--- config.mk ---
export PLATFORM = sky130hd
export DESIGN_NAME = game_physics_ctrl
export DESIGN_NICKNAME = d
export VERILOG_FILES = /design/src/rtl/game_physics_ctrl.sv
export SDC_FILE = /design/constraint.sdc
export NUM_CORES = 1
export LEC_CHECK = 0
export CAP_MARGIN = 10
export CORE_AREA = 2 2 160 162
export DETAILED_ROUTE_END_ITERATION = 6
export DIE_AREA = 0 0 162 164
export GPL_TIMING_DRIVEN = 0
export SLEW_MARGIN = 0
export SYNTH_ARGS = -nofsm -noshare
export SYNTH_HDL_FRONTEND = slang
export SYNTH_SLANG_ARGS = --single-unit
--- constraint.sdc ---
create_clock -name clk -period 5.3 [get_ports clk]
set_input_delay 0.53 -clock clk [delete_from_list [all_inputs] [get_ports clk]]
set_output_delay 0.53 -clock clk [all_outputs]
set_load 0.01 [all_outputs]
--- src/rtl/game_physics_ctrl.sv ---
// Player physics, obstacle collision and lives/score bookkeeping for a flap-style game.
// Everything advances once per frame_tick, and only while the mode FSM sits in PLAY.
module game_physics_ctrl #(
  parameter int N_OBS         = 10,
  parameter int X_W           = 10,
  parameter int Y_W           = 9,
  parameter int UPPER_BOUND   = 20,
  parameter int LOWER_BOUND   = 460,
  parameter int PLAYER_SIZE   = 40,
  parameter int PLAYER_X      = 100,
  parameter int START_Y       = 220,
  parameter int MAX_VELOCITY  = 8,
  parameter int ACCELERATION  = 1,
  parameter int LIVES         = 3,
  parameter int INVULN_FRAMES = 30,
  parameter int SCORE_W       = 16
) (
  input  logic                          clk,
  input  logic                          rst,
  input  logic                          frame_tick,
  input  logic [2:0]                    sw,
  input  logic [N_OBS*2*X_W-1:0]        obstacle_x,
  input  logic [N_OBS*2*Y_W-1:0]        obstacle_y,
  output logic [1:0]                    gamemode,
  output logic [Y_W-1:0]                player_y,
  output logic [$clog2(LIVES+1)-1:0]    lives_left,
  output logic [SCORE_W-1:0]            score,
  output logic                          invuln,
  output logic                          hit_pulse
);
  localparam int LIVES_W = $clog2(LIVES+1);
  localparam int INV_W   = $clog2(INVULN_FRAMES+1);
  localparam int VEL_W   = $clog2(MAX_VELOCITY+ACCELERATION+1);
  localparam int SY_W    = Y_W + 2;

  localparam logic signed [SY_W-1:0] Y_MIN = SY_W'(UPPER_BOUND);
  localparam logic signed [SY_W-1:0] Y_MAX = SY_W'(LOWER_BOUND - PLAYER_SIZE);
  localparam logic [31:0] PX_LO = 32'(PLAYER_X);
  localparam logic [31:0] PX_HI = 32'(PLAYER_X + PLAYER_SIZE);
  localparam logic [31:0] PSIZE = 32'(PLAYER_SIZE);

  typedef enum logic [1:0] {
    ST_INIT  = 2'b00,
    ST_PLAY  = 2'b01,
    ST_PAUSE = 2'b10,
    ST_OVER  = 2'b11
  } state_e;

  state_e                state_q;
  logic [Y_W-1:0]        y_q, y_d;
  logic [VEL_W-1:0]      vel_q, vel_d, vel_acc_s;
  logic                  dir_q, dir_d, clamp_s;
  logic [LIVES_W-1:0]    lives_q;
  logic [SCORE_W-1:0]    score_q;
  logic [INV_W-1:0]      inv_q;
  logic                  hit_pulse_q;
  logic                  overlap_s, hit_s, tick_play_s, last_life_s;
  logic signed [SY_W-1:0] y_raw_s, vel_signed_s;

  // dir=1 means moving down; gravity wins whenever flap is released
  always_comb begin
    vel_acc_s = vel_q + VEL_W'(ACCELERATION);
    if (dir_q == ~sw[0]) begin
      dir_d = dir_q;
      vel_d = (vel_acc_s > VEL_W'(MAX_VELOCITY)) ? VEL_W'(MAX_VELOCITY) : vel_acc_s;
    end else if (vel_q >= VEL_W'(ACCELERATION)) begin
      dir_d = dir_q;
      vel_d = vel_q - VEL_W'(ACCELERATION);
    end else begin
      dir_d = ~dir_q;
      vel_d = VEL_W'(ACCELERATION) - vel_q;
    end
    vel_signed_s = $signed({{(SY_W-VEL_W){1'b0}}, vel_d});
    y_raw_s      = $signed({2'b00, y_q}) + (dir_d ? vel_signed_s : -vel_signed_s);
    if (y_raw_s < Y_MIN) begin
      y_d     = Y_MIN[Y_W-1:0];
      clamp_s = 1'b1;
    end else if (y_raw_s > Y_MAX) begin
      y_d     = Y_MAX[Y_W-1:0];
      clamp_s = 1'b1;
    end else begin
      y_d     = y_raw_s[Y_W-1:0];
      clamp_s = 1'b0;
    end
  end

  // Inclusive box overlap against the pre-update player position
  always_comb begin
    overlap_s = 1'b0;
    for (int k = 0; k < N_OBS; k++) begin
      overlap_s = overlap_s
        | ((32'(obstacle_x[k*2*X_W +: X_W]) <= PX_HI)
        &  (32'(obstacle_x[k*2*X_W+X_W +: X_W]) >= PX_LO)
        &  (32'(obstacle_y[k*2*Y_W +: Y_W]) <= 32'(y_q) + PSIZE)
        &  (32'(obstacle_y[k*2*Y_W+Y_W +: Y_W]) >= 32'(y_q)));
    end
  end

  assign tick_play_s = frame_tick && (state_q == ST_PLAY);
  assign hit_s       = overlap_s && (inv_q == INV_W'(0));
  assign last_life_s = hit_s && (lives_q == LIVES_W'(1));

  // Mode FSM plus the frame-gated physics/lives/score state
  always_ff @(posedge clk or posedge rst) begin
    if (rst) begin
      state_q     <= ST_INIT;
      y_q         <= Y_W'(START_Y);
      vel_q       <= VEL_W'(0);
      dir_q       <= 1'b0;
      lives_q     <= LIVES_W'(LIVES);
      score_q     <= SCORE_W'(0);
      inv_q       <= INV_W'(0);
      hit_pulse_q <= 1'b0;
    end else if (sw[2:1] == 2'b00) begin
      state_q     <= ST_INIT;
      y_q         <= Y_W'(START_Y);
      vel_q       <= VEL_W'(0);
      dir_q       <= 1'b0;
      lives_q     <= LIVES_W'(LIVES);
      score_q     <= SCORE_W'(0);
      inv_q       <= INV_W'(0);
      hit_pulse_q <= 1'b0;
    end else begin
      hit_pulse_q <= 1'b0;
      if (tick_play_s) begin
        y_q   <= y_d;
        vel_q <= clamp_s ? VEL_W'(0) : vel_d;
        dir_q <= dir_d;
        if (hit_s) begin
          lives_q     <= lives_q - LIVES_W'(1);
          inv_q       <= INV_W'(INVULN_FRAMES);
          hit_pulse_q <= 1'b1;
        end else if (inv_q != INV_W'(0)) begin
          inv_q <= inv_q - INV_W'(1);
        end
        if (last_life_s) begin
          state_q <= ST_OVER;
        end else begin
          if (score_q != {SCORE_W{1'b1}}) score_q <= score_q + SCORE_W'(1);
          if (sw[2]) state_q <= ST_PAUSE;
        end
      end else begin
        case (state_q)
          ST_INIT:  if (sw[2:1] == 2'b01) state_q <= ST_PLAY;
          ST_PLAY:  if (sw[2]) state_q <= ST_PAUSE;
          ST_PAUSE: if (sw[2:1] == 2'b01) state_q <= ST_PLAY;
          default:  state_q <= state_q;
        endcase
      end
    end
  end

  assign gamemode   = state_q;
  assign player_y   = y_q;
  assign lives_left = lives_q;
  assign score      = score_q;
  assign invuln     = (inv_q != INV_W'(0));
  assign hit_pulse  = hit_pulse_q;

endmodule

==> results of run 1 <==
==> path summary, 6_finish.rpt <==
kind / endpoint / slack (ns)
setup / recovery: player_y[2] / 0.34
hold / removal: lives_left[1] / 0.53
setup reg to reg: player_y[2] / 0.34
hold reg to reg: lives_left[1] / 0.53
max in group asynchronous: inv_q[2] / 4.02
min in group asynchronous: player_y[1] / 0.74
==> flip-flops by register name, summed over array words and instances, names as in the netlist <==
signal / flops
dir_q: 1
gamemode: 2
hit_pulse: 1
inv_q: 5
lives_left: 2
player_y: 9
score: 16
vel_q: 4
==> power by group <==
group / switching [µW] / internal, µW
Sequential: 132 / 383
Clock: 120 / 221
Combinational: 2610 / 2020
Total: 2860 / 2630
==> Yosys cell counts, types with 3 or more instances <==
cell         n  share of area (%)
inv_1       53                2.7
a211o_1      3               0.36
a31oi_1      8               0.68
a21boi_0     7               0.72
nor4_1      11               0.94
a2111oi_0   16                1.9
clkbuf_1     9               0.46
nand4_1     26                2.2
or2_2        4               0.34
nor2_1      36                1.8
o21ai_1      7               0.48
or4_1        3               0.31
and3_1       8               0.68
nand2_1     61                3.1
nor2b_1     15                1.3
nor3_1      17                1.2
o311a_1     10                1.4
xnor2_1      9                1.1
o21ai_0     53                3.6
a21oi_1     72                4.9
and2_1       3               0.26
ha_1       202                 34
o2111ai_1    4               0.48
or3_1        5               0.43
dfrtp_1     33                 11
o221ai_1     4               0.48
a211oi_1     8               0.82
nand2b_1    19                1.6
nand3b_1     3               0.31
a21o_1      13                1.3
nand3_1     30                2.0
dfstp_2      7                2.5
o21a_1      10                1.0
o31a_1       5               0.60
mux2i_1      9                1.2
o211ai_1    22                2.3
o211a_1      5               0.68
a31o_2       3               0.36
o41ai_1     11                1.3
o31ai_1      7               0.72
==> repair_timing <==
| item | 4_1_cts | 5_1_grt |
|---|---|---|
| endpoints found under the setup margin | 18 | 20 |
| resized for setup | 2 | 5 |
| hold buffers | 0 | 0 |
| cloned | 0 | 0 |
| pin swaps | 0 | 2 |
| setup buffers | 0 | 2 |
==> layer usage <==
metal / routed length (µm) / part of all wire, % / up-vias / track usage [%]
met2: 16600 / 51 / 279 / 43.9
li1: - / - / 4233 / -
met4: 648 / 2.0 / 0 / 7.20
met5: 0 / 0 / - / 0
met1: 13300 / 41 / 4005 / 27.5
met3: 1740 / 5.4 / 29 / 3.03
==> worst min-delay path, delay by kind of cell (launching register included) <==
kind                   cells  cell delay, ns
DFF                        1            0.37
AOI/OAI and AO/OA          1            0.09
buffers and inverters      1            0.06
==> layout make-up <==
class	instances	area (µm²)	area share (%)
multi-input cells	765	6110	50.9
repair buffers	403	4060	33.8
flip-flops and latches	40	1010	8.40
well taps	330	413	3.44
inverters	53	199	1.66
clock buffers	6	129	1.07
plain buffers	10	37.5	0.312
clock inverters	2	35.0	0.292
diodes	8	20.0	0.167
==> per-stage QoR <==
step | instances | setup slack, ns | utilization [%]
2_1_floorplan | 868 | 0.873 | -
3_3_place_gp | 1594 | -0.353 | 47.2
3_5_place_dp | 1598 | -0.214 | 47.4
4_1_cts | 1606 | 0.0368 | 48.1
5_1_grt | 1616 | 0.0210 | 48.4
6_report | 1617 | 0.344 | 48.4
==> logic make-up (layout without fill, tap and decap cells) <==
family / count (synthesis) / after routing / synth area share [%]
other cells: 0 / 8 / 0
mux: 10 / 10 / 1.38
compound gates: 289 / 289 / 27.1
simple gates: 250 / 250 / 18.0
xor+xnor: 13 / 13 / 1.76
flops: 40 / 40 / 13.8
fa+ha+maj: 203 / 203 / 34.8
buf+inv: 63 / 474 / 3.23
==> results.cfg, run 1 <==
[route]
ant_nets = 0
dr.pass1.iters = 5
viasPerCell = 5.29
drc_errors = 0
routed_wl_um = 32300
first_iter_violations = 396
vias = 8546
routedWlPerCell_um = 20.0

[critical_path]
endpoint_kind = register
cp.depth = 18
path_cells = inv_1 > ha_1 > nor4b_4 > mux2_1 > o22ai_1 > inv_1 > ha_1 > nor2_1 > xnor2_1 > ha_1 > nor2b_1 > o31a_1 > o31a_1 > o31a_1 > xnor2_1 > o21ai_1 > or4_4 > a2bb2oi_2
cp-startpoint = vel_q[1]
r2r_cells = 18
cp_top_family = compound AO/OA/AOI/OAI gates
slowest_delay_ns = 0.50
path_buf_inv = 2
cpMaxStageDelayCell = or4_4
reg2reg_from = vel_q[1]
worstSetupStartpointType = register
worstSetupPathType = reg -> reg
crit_arrival_ns = 5.12
cp_max_fo = 6
crit_required_ns = 5.47

[sta]
min_period_ns = 4.96
post-route-period-util_pct = 93.5
grt_setup_unrepaired = false
fmax_mhz = 202
whs_ns = 0.533
drv_slew = 0
clock_skew_ns = 0.00464
tightestPinTransition_ns = 1.25
relSlewSlack_pct = 16.4
finalSetupTns_ns = 0
setup_violations = 0
finalHoldViolCount = 0

[clocking]
cts.sinks = 40
cts_made_buffers = 5
clk_pin_slew_ns = 0.06
clkLatencyLatePin_ns = 0.28
cts-htree-levels = 2
root_buffer = clkbuf_16
cts_tree = yes
clk_path_buf_depth = 2

[power_and_ir_drop]
p_leak_uw = 0.00518
power_uw = 5490
vdd_drop_max_mv = 0.381
pwr_density_cell_mw_per_mm2 = 457

[status]
status = completed

[logic_synthesis]
synthArstFlopShare_pct = 100
syn_area_per_cell_um2 = 8.44
synth_flop_cell = dfrtp_1
synth-seq-cells = 40
synth_cells = 868
synth_nets = 1457
yosys_warnings = 0
syn_area_mm2 = 0.00733
synth_edf_count = 0
yosysSeqAreaShare_pct = 13.8
synthDistinctLibCells = 69

[floorplan]
die_y_um = 164
core_mm2 = 0.0248
fp.dieArea_mm2 = 0.0266
rows = 58
die_w_um = 162
start_util_pct = 29.5
num_io_pins = 417

[finish]
fin_area_mm2 = 0.0120
layout_commonest_cell = clkdlybuf4s50_1
fillers = 2405
final_nets = 1867
drive_above_1_share_pct = 3.75
final_cell_mix = clkdlybuf4s50_1 (396), ha_1 (202), a21oi_1 (71)
area_delta_synth_final_pct = 64.0

[worst_hold_path]
holdCritStartpoint = lives_left[1]
hold_depth = 2
min_path_type = reg -> reg

[placed_design]
dpl.hpwl_um = 26700
dpl-instance-area_mm2 = 0.0118
port_buffers = 396
place.gp.congestion = 0.855

[grt]
grt_max_degree = 41
grt_overflow = 0
antenna_found_initial = 7
grt_pass1_wl_um = 47400
grt_pass1_vias = 8397
grt_usage_pct = 23.4

[run]
maxCapViolCount = 0
(Power assumes the default switching activity.)
==> inputs of run 2 (changes only) <==
Settings changed: CTS_CLUSTER_SIZE set to 30.
==> results of run 2 <==
No change in the layout: final DEF, timing and power equal those of run 1.
==> inputs of run 3 (changes only) <==
--- a/config.mk
+++ b/config.mk
@@ -12,3 +12,2 @@
 export DIE_AREA = 0 0 162 164
-export GPL_TIMING_DRIVEN = 0
 export SLEW_MARGIN = 0
==> constraint.sdc (replaced) <==
create_clock -name clk -period 5.3 [get_ports clk]
set_input_delay 1.06 -clock clk [delete_from_list [all_inputs] [get_ports clk]]
set_output_delay 1.06 -clock clk [all_outputs]
set_load 0.01 [all_outputs]
==> run 3 against run 2 <==
Effect of this change:
- count of clock-buffer cells in the layout is 2 higher
- combinational power grew 6.9%
- clock power down 11%
- largest power group unchanged
- die area unchanged
- critical path type is now in -> reg
==> results.cfg, run 3 (synthesis gave the netlist of run 1 again) <==
[status]
status = completed

[power_and_ir_drop]
pwr_density_cell_mw_per_mm2 = 477
p_leak_uw = 0.00524
vdd_drop_max_mv = 0.461

[finish]
multi_input_area_mm2 = 0.00611
largest_register_ffs = 16
drive_above_1_share_pct = 5.04
final_nets = 1878
fillers = 2431
area_delta_synth_final_pct = 64.5
fin_area_mm2 = 0.0121
layout_commonest_cell = clkdlybuf4s50_1
final_cell_mix = clkdlybuf4s50_1 (396), ha_1 (202), a21oi_1 (71)
regArea_mm2 = 0.00101
finish.utilization_pct = 48.6

[critical_path]
rrSetupSlack_ns = 0.51
reg2reg_from = vel_q[1]
endpoint = player_y[2]
cp-startpoint = sw[0]
crit_required_ns = 5.51
r2r_cells = 18
reg2reg_to = player_y[2]
cp_max_fo = 7
worstSetupStartpointType = primary input
worstSetupPathType = in -> reg
endpoint_kind = register
crit_arrival_ns = 5.24

[sta]
whs_ns = 0.536
post-route-period-util_pct = 94.9
grt_setup_unrepaired = false
tightestPinTransition_ns = 0.961
drv_slew = 0
min_period_ns = 5.03
setup_violations = 0
finalHoldViolCount = 0
clock_skew_ns = 0.00252
relSlewSlack_pct = 34.2
fmax_mhz = 199

[clocking]
cts.sinks = 40
cts_tree = yes
clk_path_buf_depth = 2
post_cts_buffers = 0
clk_pin_slew_ns = 0.06
cts-htree-levels = 2
clkLatencyLatePin_ns = 0.28
root_buffer = clkbuf_16
cts_made_buffers = 5

[grt]
use_met3_pct = 3.23
met2_usage_pct = 45.5
grt_pass1_vias = 8456
grt_overflow = 0
busiest_layer = met2
met1_usage_pct = 27.2
grt_usage_pct = 23.2
grt_max_degree = 41
grt_pass1_wl_um = 47900
antenna_found_initial = 1

[floorplan]
die_w_um = 162
rows = 58
fp.dieArea_mm2 = 0.0266
start_util_pct = 29.5
die_y_um = 164
num_io_pins = 417
core_mm2 = 0.0248

[placed_design]
dpl.hpwl_um = 26900
port_buffers = 396
dpl-instance-area_mm2 = 0.0119
place.gp.congestion = 0.836

[run]
maxCapViolCount = 0

[route]
ant_nets = 0
first_iter_violations = 313
routed_wl_um = 31900
dr.pass1.iters = 5
viasPerCell = 5.26
vias = 8528
drc_errors = 0
routedWlPerCell_um = 19.7

[worst_hold_path]
min_path_type = reg -> reg
[run 3: changes by cell type in the layout (fill, tap and decap cells not counted), sizes merged]
cell / change
buf: +20
clkbuf: -7
diode: -7
bufinv: -1
clkinv: -1
[run 3: through the flow]
stage	TNS, ns	std cells	worst slack (ns)	power, µW
2_1_floorplan	0	868	0.873	3630
3_3_place_gp	-0.0235	1612	-0.0235	5290
3_5_place_dp	-0.220	1612	-0.0862	5380
4_1_cts	0	1620	0.195	5720
5_1_grt	0	1620	0.0201	6370
6_report	0	1621	0.271	5750
[run 3: worst min path at each step]
stage	to	start	depth (start not counted)	slack [ns]
2_1_floorplan	inv_q[1]	inv_q[1]	1	0.51
3_3_place_gp	inv_q[1]	inv_q[1]	1	0.53
3_5_place_dp	lives_left[1]	lives_left[1]	2	0.53
4_1_cts	lives_left[1]	lives_left[1]	2	0.54
5_1_grt	inv_q[1]	inv_q[1]	1	0.56
6_report	lives_left[1]	lives_left[1]	2	0.54
[run 3: where the power goes]
group	switching, µW	internal, µW
Sequential	117	382
Clock	118	188
Combinational	2730	2220
Total	2960	2790
[run 3: layer usage]
layer,up-vias,wire length [µm]
li1,4248,-
met1,4000,12900
met2,256,16900
met3,22,1740
met4,2,349
met5,-,13
[run 3: area by class of cell]
cell class / count / area share, %
Timing Repair Buffer: 424 / 34.6
Inverter: 53 / 1.65
Tap cell: 330 / 3.43
Antenna cell: 1 / 0.0208
Multi-Input combinational cell: 765 / 50.7
Sequential cell: 40 / 8.38
Clock buffer: 8 / 1.21
[run 3: critical path, stage by stage]
cell,delay (ns)
clkdlybuf4s50_1,0.59
xor2_4,0.25
nand3_2,0.12
o221ai_1,0.27
a211oi_2,0.13
ha_1,0.29
nand2_1,0.06
o21ai_0,0.08
ha_1,0.33
o21a_1,0.19
o31a_1,0.12
o31a_1,0.29
o31a_1,0.31
or2_2,0.32
a2111oi_4,0.42
or4_4,0.25
a2bb2oi_2,0.14
[run 3: timing repair]
action / CTS / global route
hold buffers: 0 / 0
setup endpoints to repair: 0 / 9
resized for setup: 0 / 4
